$ cat src/rtl/mem_arb_pkg.sv
// mem_arb_pkg: shared constants and grant-selection helpers for the memory arbiter.
// MEM_ARB_FIXED_PRIO_EN (defined in mem_arb.sv builds) selects fp_pick instead of rr_pick.
package mem_arb_pkg;

  // Widest engine count the helpers are sized for.
  localparam int MAX_MST   = 8;
  localparam int N_MST_DEF = 4;
  // Tag width for the default engine count.
  localparam int TAG_W     = $clog2(N_MST_DEF);

  // Round-robin pick: first set bit of req scanning from ptr+1 (mod n), one-hot result.
  function automatic logic [MAX_MST-1:0] rr_pick(input logic [MAX_MST-1:0] req,
                                                 input logic [2:0]         ptr,
                                                 input int unsigned        n);
    logic [MAX_MST-1:0] gnt;
    logic               found;
    int unsigned        idx;
    gnt   = '0;
    found = 1'b0;
    for (int unsigned k = 1; k <= MAX_MST; k++) begin
      if (k <= n) begin
        idx = (32'(ptr) + k) % n;
        if (!found && req[idx[2:0]]) begin
          gnt[idx[2:0]] = 1'b1;
          found         = 1'b1;
        end
      end
    end
    return gnt;
  endfunction

  // Fixed priority pick: lowest set bit wins, one-hot result.
  function automatic logic [MAX_MST-1:0] fp_pick(input logic [MAX_MST-1:0] req);
    logic [MAX_MST-1:0] gnt;
    logic               found;
    gnt   = '0;
    found = 1'b0;
    for (int i = 0; i < MAX_MST; i++) begin
      if (!found && req[i]) begin
        gnt[i] = 1'b1;
        found  = 1'b1;
      end
    end
    return gnt;
  endfunction

endpackage

$ cat src/rtl/mem_arb_if.sv
// mem_arb_if: engine-side and memory-side bus of the memory arbiter.
// slave = arbiter view, master = the engines/memory driving it.
interface mem_arb_if #(
  parameter int N_MST  = 4,
  parameter int MEM_AW = 16,
  parameter int MEM_DW = 32
);
  logic [N_MST-1:0]        m_req;
  logic [N_MST-1:0]        m_write;
  logic [N_MST*MEM_AW-1:0] m_addr;
  logic [N_MST*MEM_DW-1:0] m_wdata;
  logic [N_MST-1:0]        m_ena;
  logic [N_MST-1:0]        m_rdata_vld;
  logic [N_MST*MEM_DW-1:0] m_rdata;
  logic                    mem_req;
  logic                    mem_write;
  logic [MEM_AW-1:0]       mem_addr;
  logic [MEM_DW-1:0]       mem_wdata;
  logic                    mem_ready;
  logic                    mem_rdata_vld;
  logic [MEM_DW-1:0]       mem_rdata;
  logic                    err;

  modport slave (
    input  m_req, m_write, m_addr, m_wdata, mem_ready, mem_rdata_vld, mem_rdata,
    output m_ena, m_rdata_vld, m_rdata, mem_req, mem_write, mem_addr, mem_wdata, err
  );

  modport master (
    output m_req, m_write, m_addr, m_wdata, mem_ready, mem_rdata_vld, mem_rdata,
    input  m_ena, m_rdata_vld, m_rdata, mem_req, mem_write, mem_addr, mem_wdata, err
  );
endinterface

$ cat src/rtl/mem_arb_fifo.sv
// mem_arb_fifo: small synchronous FIFO with a combinational head output.
// Pushes when full and pops when empty are ignored.
module mem_arb_fifo #(
  parameter int WIDTH = 8,
  parameter int DEPTH = 2
) (
  input  logic             clk,
  input  logic             rst,
  input  logic             push,
  input  logic [WIDTH-1:0] din,
  input  logic             pop,
  output logic             full,
  output logic             empty,
  output logic [WIDTH-1:0] head
);
  localparam int PW   = (DEPTH > 1) ? $clog2(DEPTH) : 1;
  localparam int CNTW = $clog2(DEPTH + 1);

  logic [WIDTH-1:0] mem [DEPTH];
  logic [PW-1:0]    rd_ptr;
  logic [PW-1:0]    wr_ptr;
  logic [CNTW-1:0]  cnt;
  logic             do_push;
  logic             do_pop;

  function automatic logic [PW-1:0] ptr_inc(input logic [PW-1:0] p);
    return (p == PW'(DEPTH - 1)) ? '0 : p + PW'(1);
  endfunction

  assign full    = (cnt == CNTW'(DEPTH));
  assign empty   = (cnt == '0);
  assign head    = mem[rd_ptr];
  assign do_push = push & ~full;
  assign do_pop  = pop & ~empty;

  // Pointer and occupancy bookkeeping.
  always_ff @(posedge clk) begin
    if (rst) begin
      rd_ptr <= '0;
      wr_ptr <= '0;
      cnt    <= '0;
    end else begin
      if (do_push) wr_ptr <= ptr_inc(wr_ptr);
      if (do_pop)  rd_ptr <= ptr_inc(rd_ptr);
      if (do_push && !do_pop)      cnt <= cnt + CNTW'(1);
      else if (do_pop && !do_push) cnt <= cnt - CNTW'(1);
    end
  end

  // Storage array; contents need no reset since empty gates every read.
  always_ff @(posedge clk) begin
    if (do_push) mem[wr_ptr] <= din;
  end

endmodule

$ cat src/rtl/mem_arb.sv
// mem_arb: round-robin arbiter sharing one memory port between N_MST engines.
// Reads are tagged with the issuing engine and routed back through per-engine
// response FIFOs; a per-engine credit counter bounds outstanding reads.
// Build option: MEM_ARB_FIXED_PRIO_EN selects lowest-index-wins arbitration.
module mem_arb
  import mem_arb_pkg::*;
#(
  parameter int N_MST     = 4,
  parameter int MEM_AW    = 16,
  parameter int MEM_DW    = 32,
  parameter int RSP_DEPTH = 2
) (
  input  logic      clk,
  input  logic      rst,
  mem_arb_if.slave  bus
);
  // Tag width for this instance's engine count.
  localparam int TW     = $clog2(N_MST);
  localparam int CW     = $clog2(RSP_DEPTH + 1);
  localparam int TDEPTH = N_MST * RSP_DEPTH;

  logic [N_MST-1:0]   elig;
  logic [N_MST-1:0]   grant;
  logic [N_MST-1:0]   rd_gnt;
  logic [N_MST-1:0]   ena;
  logic [N_MST-1:0]   rvld;
  logic [MAX_MST-1:0] pick;
  logic [TW-1:0]      gidx;
  logic               gnt_any;
  logic [CW-1:0]      out_cnt [N_MST];
  logic               err_q;

  logic               tag_push;
  logic               tag_pop;
  logic               tag_full;
  logic               tag_empty;
  logic [TW-1:0]      tag_head;

  logic               rsp_push  [N_MST];
  logic               rsp_full  [N_MST];
  logic               rsp_empty [N_MST];
  logic [MEM_DW-1:0]  rsp_head  [N_MST];
  logic               unused_full;

  // Eligibility: writes always, reads only while credit remains.
  always_comb begin
    for (int i = 0; i < N_MST; i++) begin
      elig[i] = bus.m_req[i] & (bus.m_write[i] | (out_cnt[i] < CW'(RSP_DEPTH)));
    end
  end

`ifdef MEM_ARB_FIXED_PRIO_EN
  // Grant selection, qualified by memory readiness and held off during reset.
  always_comb begin
    pick  = fp_pick(MAX_MST'(elig));
    grant = (bus.mem_ready && !rst) ? pick[N_MST-1:0] : '0;
  end
`else
  logic [TW-1:0] rr_ptr;

  // Grant selection, qualified by memory readiness and held off during reset.
  always_comb begin
    pick  = rr_pick(MAX_MST'(elig), 3'(rr_ptr), unsigned'(N_MST));
    grant = (bus.mem_ready && !rst) ? pick[N_MST-1:0] : '0;
  end

  // Round-robin pointer follows the last granted engine; reset favours engine 0.
  always_ff @(posedge clk) begin
    if (rst)          rr_ptr <= TW'(N_MST - 1);
    else if (gnt_any) rr_ptr <= gidx;
  end
`endif

  // Encode the one-hot grant and steer the winner onto the memory port.
  always_comb begin
    gidx          = '0;
    bus.mem_write = 1'b0;
    bus.mem_addr  = '0;
    bus.mem_wdata = '0;
    for (int i = 0; i < N_MST; i++) begin
      if (grant[i]) begin
        gidx          = TW'(i);
        bus.mem_write = bus.m_write[i];
        bus.mem_addr  = bus.m_addr[i*MEM_AW +: MEM_AW];
        bus.mem_wdata = bus.m_wdata[i*MEM_DW +: MEM_DW];
      end
    end
  end

  assign gnt_any     = |grant;
  assign bus.mem_req = gnt_any;
  assign rd_gnt      = grant & ~bus.m_write;
  assign tag_push    = |rd_gnt;
  assign tag_pop     = bus.mem_rdata_vld & ~tag_empty;

  // Engine stall/run and response delivery to unfrozen engines.
  always_comb begin
    ena = rst ? '0 : (~bus.m_req | grant);
    for (int i = 0; i < N_MST; i++) begin
      rvld[i]                          = ~rsp_empty[i] & ena[i];
      bus.m_rdata[i*MEM_DW +: MEM_DW]  = rsp_head[i];
    end
    bus.m_ena       = ena;
    bus.m_rdata_vld = rvld;
  end

  // Issue-order record of which engine owns each outstanding read.
  mem_arb_fifo #(
    .WIDTH (TW),
    .DEPTH (TDEPTH)
  ) u_tag_fifo (
    .clk   (clk),
    .rst   (rst),
    .push  (tag_push),
    .din   (gidx),
    .pop   (tag_pop),
    .full  (tag_full),
    .empty (tag_empty),
    .head  (tag_head)
  );

  for (genvar g = 0; g < N_MST; g++) begin : g_rsp
    assign rsp_push[g] = tag_pop & (tag_head == TW'(g));

    mem_arb_fifo #(
      .WIDTH (MEM_DW),
      .DEPTH (RSP_DEPTH)
    ) u_rsp_fifo (
      .clk   (clk),
      .rst   (rst),
      .push  (rsp_push[g]),
      .din   (bus.mem_rdata),
      .pop   (rvld[g]),
      .full  (rsp_full[g]),
      .empty (rsp_empty[g]),
      .head  (rsp_head[g])
    );
  end

  // Full flags are never needed: credits keep every FIFO from overflowing.
  always_comb begin
    unused_full = tag_full;
    for (int i = 0; i < N_MST; i++) unused_full = unused_full | rsp_full[i];
  end

  // Outstanding-read credits: up on read grant, down on delivery.
  always_ff @(posedge clk) begin
    if (rst) begin
      for (int i = 0; i < N_MST; i++) out_cnt[i] <= '0;
    end else begin
      for (int i = 0; i < N_MST; i++) begin
        if (rd_gnt[i] && !rvld[i])      out_cnt[i] <= out_cnt[i] + CW'(1);
        else if (!rd_gnt[i] && rvld[i]) out_cnt[i] <= out_cnt[i] - CW'(1);
      end
    end
  end

  // Sticky flag for read data arriving with no read outstanding.
  always_ff @(posedge clk) begin
    if (rst)                                  err_q <= 1'b0;
    else if (bus.mem_rdata_vld && tag_empty)  err_q <= 1'b1;
  end

  assign bus.err = err_q;

endmodule
$ cat src/flat_wrapper.sv
// flat-port wrapper written by rule: the top's interface ports become plain ports
module mem_arb_flat import mem_arb_pkg::*;
#(
  parameter int N_MST     = 4,
  parameter int MEM_AW    = 16,
  parameter int MEM_DW    = 32,
  parameter int RSP_DEPTH = 2
)
  (clk, rst, bus_m_req, bus_m_write, bus_m_addr, bus_m_wdata, bus_mem_ready, bus_mem_rdata_vld, bus_mem_rdata, bus_m_ena, bus_m_rdata_vld, bus_m_rdata, bus_mem_req, bus_mem_write, bus_mem_addr, bus_mem_wdata, bus_err);
  mem_arb_if #(.N_MST(N_MST), .MEM_AW(MEM_AW), .MEM_DW(MEM_DW)) bus_i ();
  input  logic clk;
  input  logic rst;
  input wire logic [$bits(bus_i.m_req)-1:0] bus_m_req;
  input wire logic [$bits(bus_i.m_write)-1:0] bus_m_write;
  input wire logic [$bits(bus_i.m_addr)-1:0] bus_m_addr;
  input wire logic [$bits(bus_i.m_wdata)-1:0] bus_m_wdata;
  input wire logic [$bits(bus_i.mem_ready)-1:0] bus_mem_ready;
  input wire logic [$bits(bus_i.mem_rdata_vld)-1:0] bus_mem_rdata_vld;
  input wire logic [$bits(bus_i.mem_rdata)-1:0] bus_mem_rdata;
  output wire logic [$bits(bus_i.m_ena)-1:0] bus_m_ena;
  output wire logic [$bits(bus_i.m_rdata_vld)-1:0] bus_m_rdata_vld;
  output wire logic [$bits(bus_i.m_rdata)-1:0] bus_m_rdata;
  output wire logic [$bits(bus_i.mem_req)-1:0] bus_mem_req;
  output wire logic [$bits(bus_i.mem_write)-1:0] bus_mem_write;
  output wire logic [$bits(bus_i.mem_addr)-1:0] bus_mem_addr;
  output wire logic [$bits(bus_i.mem_wdata)-1:0] bus_mem_wdata;
  output wire logic [$bits(bus_i.err)-1:0] bus_err;
  assign bus_i.m_req = bus_m_req;
  assign bus_i.m_write = bus_m_write;
  assign bus_i.m_addr = bus_m_addr;
  assign bus_i.m_wdata = bus_m_wdata;
  assign bus_i.mem_ready = bus_mem_ready;
  assign bus_i.mem_rdata_vld = bus_mem_rdata_vld;
  assign bus_i.mem_rdata = bus_mem_rdata;
  assign bus_m_ena = bus_i.m_ena;
  assign bus_m_rdata_vld = bus_i.m_rdata_vld;
  assign bus_m_rdata = bus_i.m_rdata;
  assign bus_mem_req = bus_i.mem_req;
  assign bus_mem_write = bus_i.mem_write;
  assign bus_mem_addr = bus_i.mem_addr;
  assign bus_mem_wdata = bus_i.mem_wdata;
  assign bus_err = bus_i.err;
  mem_arb #(.N_MST(N_MST), .MEM_AW(MEM_AW), .MEM_DW(MEM_DW), .RSP_DEPTH(RSP_DEPTH)) u_core (.clk(clk), .rst(rst), .bus(bus_i));
endmodule
$ cat config.mk
export PLATFORM = sky130hd
export DESIGN_NAME = mem_arb_flat
export DESIGN_NICKNAME = d
export VERILOG_FILES = /design/src/rtl/mem_arb_pkg.sv /design/src/rtl/mem_arb_if.sv /design/src/rtl/mem_arb_fifo.sv /design/src/rtl/mem_arb.sv /design/src/flat_wrapper.sv
export SDC_FILE = /design/constraint.sdc
export NUM_CORES = 1
export LEC_CHECK = 0
export CORE_AREA = 5 5 153 228
export CTS_BUF_LIST = sky130_fd_sc_hd__clkbuf_2
export CTS_CLUSTER_DIAMETER = 100
export DETAILED_ROUTE_END_ITERATION = 8
export DIE_AREA = 0 0 158 233
export PLACE_DENSITY = 0.76
export SYNTH_ARGS = -nofsm -noshare
export SYNTH_HDL_FRONTEND = slang
export SYNTH_HIERARCHICAL = 1
export SYNTH_SLANG_ARGS = --single-unit
$ cat constraint.sdc
create_clock -name clk -period 6.35 [get_ports clk]
set_input_delay 1.27 -clock clk [delete_from_list [all_inputs] [get_ports clk]]
set_output_delay 1.27 -clock clk [all_outputs]
set_load 0.03 [all_outputs]
## Yosys cells after proc, flatten, opt, wreduce, memory -nomap -nowiden

Memory sizes are Yosys's and may differ from the RTL's. A register that Yosys moved wholly into a read port is not among the register bits.
Cells that the tools add are included.

| operators by class | value |
|---|---|
| add/subtract/negate cells | 32 |
| order comparisons | 12 |
| equality and inequality tests | 10 |
| multiplexer cells | 118 |
| bitwise operators | 52 |
| reductions and logical operators | 62 |

Operators by type and width:

| operator | count |
|---|---|
| $mux W32 | 4 |
| $mux W1 | 72 |
| $mux W16 | 4 |
| $mux W2 | 18 |
| $mux W4 | 8 |
| $logic_and A1 B1 Y1 | 27 |
| $and A1 B1 Y1 | 23 |
| $logic_not A1 Y1 | 22 |
| $add A2 B1 Y2 const B | 10 |
| $lt A2 B4 Y1 const B | 4 |
| $or A4 B4 Y4 | 4 |
| $sub A2 B1 Y2 const B | 8 |
| $eq A2 B2 Y1 const B | 6 |
| $mux W3 | 4 |
| $or A1 B1 Y1 | 12 |
| $logic_not A2 Y1 | 5 |
| $not A1 Y1 | 10 |
| $reduce_bool A2 Y1 | 5 |
| $add A1 B1 Y1 const B | 8 |
| $bmux W1 S2 | 4 |
| $demux W1 S2 | 4 |
| $ge A2 B1 Y1 const B | 4 |
| $lt A2 B2 Y1 const B | 4 |
| $not A4 Y4 | 2 |
| 10 further kinds | 14 |

| word-level totals | value |
|---|---|
| flip-flop bits (word level) | 29 |
| bits in writable memories | 280 |
| input bits | 236 |
| output and inout port bits | 187 |
| memories kept | 6 |

Memories:

| name | depth | width | rd ports | clocked after Yosys merged registers in | wr ports | RTL line | source |
|---|---|---|---|---|---|---|---|
| u_core.g_rsp[0].u_rsp_fifo.mem | 2 | 32 | 1 | 1 | 1 | mem_arb_fifo.sv:19 | `logic [WIDTH-1:0] mem [DEPTH];` |
| u_core.g_rsp[1].u_rsp_fifo.mem | 2 | 32 | 1 | 1 | 1 | mem_arb_fifo.sv:19 |  |
| u_core.g_rsp[2].u_rsp_fifo.mem | 2 | 32 | 1 | 1 | 1 | mem_arb_fifo.sv:19 |  |
| u_core.g_rsp[3].u_rsp_fifo.mem | 2 | 32 | 1 | 1 | 1 | mem_arb_fifo.sv:19 |  |
| u_core.u_tag_fifo.mem | 8 | 2 | 1 | 1 | 1 | mem_arb_fifo.sv:19 |  |
| u_core.out_cnt | 4 | 2 | 4 | 0 | 4 | mem_arb.sv:30 | `logic [CW-1:0] out_cnt [N_MST];` |

## Longest topological paths before layout

An unclocked memory read counts as a cell.

| depth | value |
|---|---|
| depth after elaboration | 27 |
| depth in mapped cells | 20 |
| depth with buffers taken out | 17 |

## Hierarchy

The synthesis kept the hierarchy.

By module, submodules not included:

| module | times used | cells each | area an instance (um^2) |
|---|---|---|---|
| mem_arb_fifo at u_core.g_rsp[0].u_rsp_fifo ... | 4 | 125 | 2526.2 |
| mem_arb | 1 | 452 | 3047.9 |
| mem_arb_fifo at u_core.u_tag_fifo | 1 | 98 | 1290.0 |

## Least setup slack after synthesis

No wires, ideal clock.

| timing path | value |
|---|---|
| path kind | input to output |
| start point | input port bus_m_req[3] |
| end point | output port bus_mem_addr[0] |
| arrival time | 3949 ps |
| data required time | 5080 ps |
| slack | 1131 ps |
| stages | 9 |
| path through | buf_2 inv_1 o211a_1 mux4_2 and3_1 o31ai_4 buf_6 nor2_1 a311oi_1 |

| on the way | value |
|---|---|
| cells in the longest elaborated chain, start to end | 18 |
| elaborated cells between the ends (all ways) | 30 |
| those cells by class | mux: 20; bitwise: 4; reduce/logical: 6 |

RTL lines:

| item | RTL line | source |
|---|---|---|
| start, declared | flat_wrapper.sv:13 | `input wire logic [$bits(bus_i.m_req)-1:0] bus_m_req;` |
| $and A1 B1 Y1 (*) | mem_arb.sv:48 | `elig[i] = bus.m_req[i] & (bus.m_write[i] \| (out_cnt[i] < CW'(RSP_DEPTH)));` |
| $bmux W1 S2 | mem_arb_pkg.sv:23 | `if (!found && req[idx[2:0]]) begin` |
| $mux W1 (not written as such) | mem_arb_pkg.sv:23 |  |
| $mux W1 | mem_arb_pkg.sv:23 |  |
| $logic_not A1 Y1 | mem_arb_pkg.sv:23 |  |
| $logic_and A1 B1 Y1 | mem_arb_pkg.sv:23 |  |
| $mux W1 | mem_arb_pkg.sv:23 |  |
| $logic_not A1 Y1 | mem_arb_pkg.sv:23 |  |
| $logic_and A1 B1 Y1 | mem_arb_pkg.sv:23 |  |
| $mux W1 | mem_arb_pkg.sv:23 |  |
| $logic_not A1 Y1 | mem_arb_pkg.sv:23 |  |
| $logic_and A1 B1 Y1 | mem_arb_pkg.sv:23 |  |
| $mux W4 (*) | mem_arb_pkg.sv:23 |  |
| $mux W4 (*) | mem_arb.sv:64 | `grant = (bus.mem_ready && !rst) ? pick[N_MST-1:0] : '0;` |
| $mux W16 (3 in series) | mem_arb.sv:81 | `if (grant[i]) begin` |
| $mux W16 (*) | mem_arb.sv:81 |  |
| end, declared | flat_wrapper.sv:25 | `output wire logic [$bits(bus_i.mem_addr)-1:0] bus_mem_addr;` |

Every way passes the cells marked *; elsewhere a longest branch is shown, timed or not. The select of a mux whose other input is x is not followed.

## Worst setup path after layout

| timing path | value |
|---|---|
| start point | input port bus_m_write[3] |
| end point | output port bus_mem_req |

| on the way | value |
|---|---|
| cells in the longest elaborated chain, start to end | 16 |
| elaborated cells between the ends (all ways) | 28 |
| those cells by class | mux: 16; bitwise: 5; reduce/logical: 7 |

RTL lines:

| item | RTL line | source |
|---|---|---|
| start, declared | flat_wrapper.sv:14 | `input wire logic [$bits(bus_i.m_write)-1:0] bus_m_write;` |
| $or A1 B1 Y1 (*) | mem_arb.sv:48 |  |
| $and A1 B1 Y1 (*) | mem_arb.sv:48 |  |
| $bmux W1 S2 | mem_arb_pkg.sv:23 |  |
| $mux W1 (not written as such) | mem_arb_pkg.sv:23 |  |
| $mux W1 | mem_arb_pkg.sv:23 |  |
| $logic_not A1 Y1 | mem_arb_pkg.sv:23 |  |
| $logic_and A1 B1 Y1 | mem_arb_pkg.sv:23 |  |
| $mux W1 | mem_arb_pkg.sv:23 |  |
| $logic_not A1 Y1 | mem_arb_pkg.sv:23 |  |
| $logic_and A1 B1 Y1 | mem_arb_pkg.sv:23 |  |
| $mux W1 | mem_arb_pkg.sv:23 |  |
| $logic_not A1 Y1 | mem_arb_pkg.sv:23 |  |
| $logic_and A1 B1 Y1 | mem_arb_pkg.sv:23 |  |
| $mux W4 (*) | mem_arb_pkg.sv:23 |  |
| $mux W4 (*) | mem_arb.sv:64 |  |
| $reduce_or A4 Y1 (*) | mem_arb.sv:90 | `assign gnt_any = \|grant;` |
| end, declared | flat_wrapper.sv:23 | `output wire logic [$bits(bus_i.mem_req)-1:0] bus_mem_req;` |

Marks and branches as above.

==> results.cfg <==
[run_status]
status = finished, final reports clean

[timing]
finalHoldViolations = 0
rsz0062_at_grt = no
final-setup-viol-count = 0
fmax_mhz = 162.3
fin_crit_sh = 0.9702
slew_viol_final = 0
finalClockSkew_ns = 0.09327
layout_min_cycle_time_ns = 6.161
setup_tns_ns = 0
relSlewSlack = 0.2755
tightest_slew_ns = 1.087
setup_ws_ns = 0.1892

[placement]
place_area_um2 = 19110
hpwl_um = 35870
place.gp.congestion = 0.9015
io_buffer_count = 422
dp_slack_ns = 0.1909

[clock_tree]
cts_buffers = 67
cts_tree = yes
cts_setup_buffers = 0
clk_path_buf_depth = 3
hold_buffers = 0
clock_latency_ns = 0.89
htreeDepth = 3
cts_sinks = 316
cts_root_buffer = clkbuf_2
cts_resized = 0
path_clk_slew_ns = 0.12

[power_and_ir_drop]
switching_power_w = 0.002529
power_frac_seq = 0.392
power.leakage_nw = 6.874
clock_power_share = 0.180
ir_drop_mv = 0.1694
power_density_nw_per_um2 = 325.4
power.share.combinational = 0.428
switching_share = 0.3949
p_int_w = 0.003875

[routing]
drt-total-wl_um = 47750
drtAntennaViolNets = 0
drtIter0Drc = 452
dr.pass1.iters = 5
vias = 10867
drc = 0
wl_per_cell_um = 24.19
via_per_inst = 5.505

[floorplanning]
rows = 81
initial_core_util = 0.4437
dieArea_um2 = 36810
core-area_um2 = 32530
io_pins = 423
die_w_um = 158
dieHeight_um = 233

[setup_path]
crit_type = in2out
crit_buf_inv = 3
end_kind = output port
slowest_stage = clkdlybuf4s50_1
crit_fanout = 23
critPathTopFamily = buffers and inverters
cp.required_ns = 5.08
max_stage_delay_ns = 0.67
worstPathArrival_ns = 4.89
path_cells = clkdlybuf4s50_1 -> nand2b_2 -> nand2_1 -> mux4_2 -> mux2i_1 -> a31oi_4 -> buf_4 -> nor2_1 -> nand2_1 -> clkdlybuf4s50_1
cp-start-kind = primary input

[grt]
grt_max_degree = 49
track_usage = 0.2534
antenna_found_initial = 8
grt_pass1_vias = 11280
grt_pass1_wl_um = 68800
overflow = 0

[logic_synthesis]
yosysWarnings = 6
syn_inst = 1049
synthesis.area_um2 = 14440
synth_area_per_cell_um2 = 13.76
syn-num-nets = 1305

[finish]
fillCellCount = 2575
drive_gt1_frac = 0.2205
final_area_um2 = 19680
syn_to_final_growth_pct = 36.33
final_nets = 1768

[min_path]
hp-class = reg2reg

[run]
cap_violations = 0
==> path summary, 6_finish.rpt <==
path | startpoint | slack (ns) | cells after the start | end
min | u_core/g_rsp[2].u_rsp_fifo/wr_ptr | 0.49 | 2 | u_core/g_rsp[2].u_rsp_fifo/wr_ptr
max | bus_m_write[3] | 0.19 | 10 | bus_mem_req
min reg2reg | u_core/g_rsp[2].u_rsp_fifo/wr_ptr | 0.49 | 2 | u_core/g_rsp[2].u_rsp_fifo/wr_ptr
max reg2reg | u_core/rr_ptr[0] | 1.36 | 18 | u_core/u_tag_fifo/cnt[3]
==> final cells by class <==
class | instances | area [µm²] | share of cell area
repair buffers | 457 | 4454 | 0.2263
multi-input cells | 653 | 4936 | 0.2508
clock inverters | 21 | 116.4 | 0.005913
diodes | 8 | 20.02 | 0.001017
inverters | 17 | 63.81 | 0.003243
clock buffers | 87 | 435.4 | 0.02213
well taps | 415 | 519.2 | 0.02639
flip-flops and latches | 316 | 9134 | 0.4641
==> worst min-delay path: stages, from the launching register on <==
cell     delay [ns]
dfxtp_1        0.33
o21ai_0        0.07
a21oi_1        0.06
==> metrics by stage <==
step           hold WS, ns  power, W  instances    util
2_1_floorplan       0.4516  0.004081       1049       -
3_3_place_gp        0.4568  0.005276       1858  0.5873
3_5_place_dp        0.4851  0.005303       1858  0.5873
4_1_cts             0.5007  0.006453       1966  0.6043
5_1_grt             0.5276  0.006694       1971  0.6047
6_report            0.4950  0.006404       1974  0.6049
==> power by group through the flow <==
stage | combinational [W] | sequential [W] | clock [W]
floorplan | 0.00154 | 0.00255 | 0
global placement | 0.00273 | 0.00255 | 0
detailed placement | 0.00274 | 0.00256 | 0
CTS | 0.00275 | 0.00251 | 0.00119
global route | 0.00288 | 0.00253 | 0.00129
finish | 0.00274 | 0.00251 | 0.00115
==> cell usage in the layout, fill, tap and decap left out, drive strengths merged, types with 18 or more instances in the layout <==
master / instances
a21oi: 20
edfxtp: 280
nand3: 54
ha: 19
dfxtp: 36
mux2: 133
inv: 18
nor3: 55
nand2: 75
xor2: 20
a311oi: 49
clkdlybuf4s50: 389
clkbuf: 87
nor2: 93
clkinv: 18
buf: 68
==> registers in the layout, summed over array words and instances, names as in the netlist, named ones only <==
signal and count:
u_core/g_rsp.u_rsp_fifo/mem 256, u_core/u_tag_fifo/mem 16, u_core/g_rsp.u_rsp_fifo/cnt 8, u_core/out_cnt 8, u_core/g_rsp.u_rsp_fifo/rd_ptr 4, u_core/g_rsp.u_rsp_fifo/wr_ptr 4
u_core/u_tag_fifo/cnt 4, u_core/u_tag_fifo/rd_ptr 3, u_core/u_tag_fifo/wr_ptr 3, u_core/rr_ptr 2, u_core/bus.err 1
==> metal layers <==
| layer | up-vias | track usage | wire, µm |
|---|---|---|---|
| met2 | 563 | 0.4410 | 23750 |
| met1 | 5222 | 0.2803 | 17020 |
| li1 | 4981 | - | - |
| met3 | 97 | 0.08169 | 4950 |
| met4 | 4 | 0.1139 | 2011 |
| met5 | - | 0 | 21 |
Power figures use the tool's default switching activity.
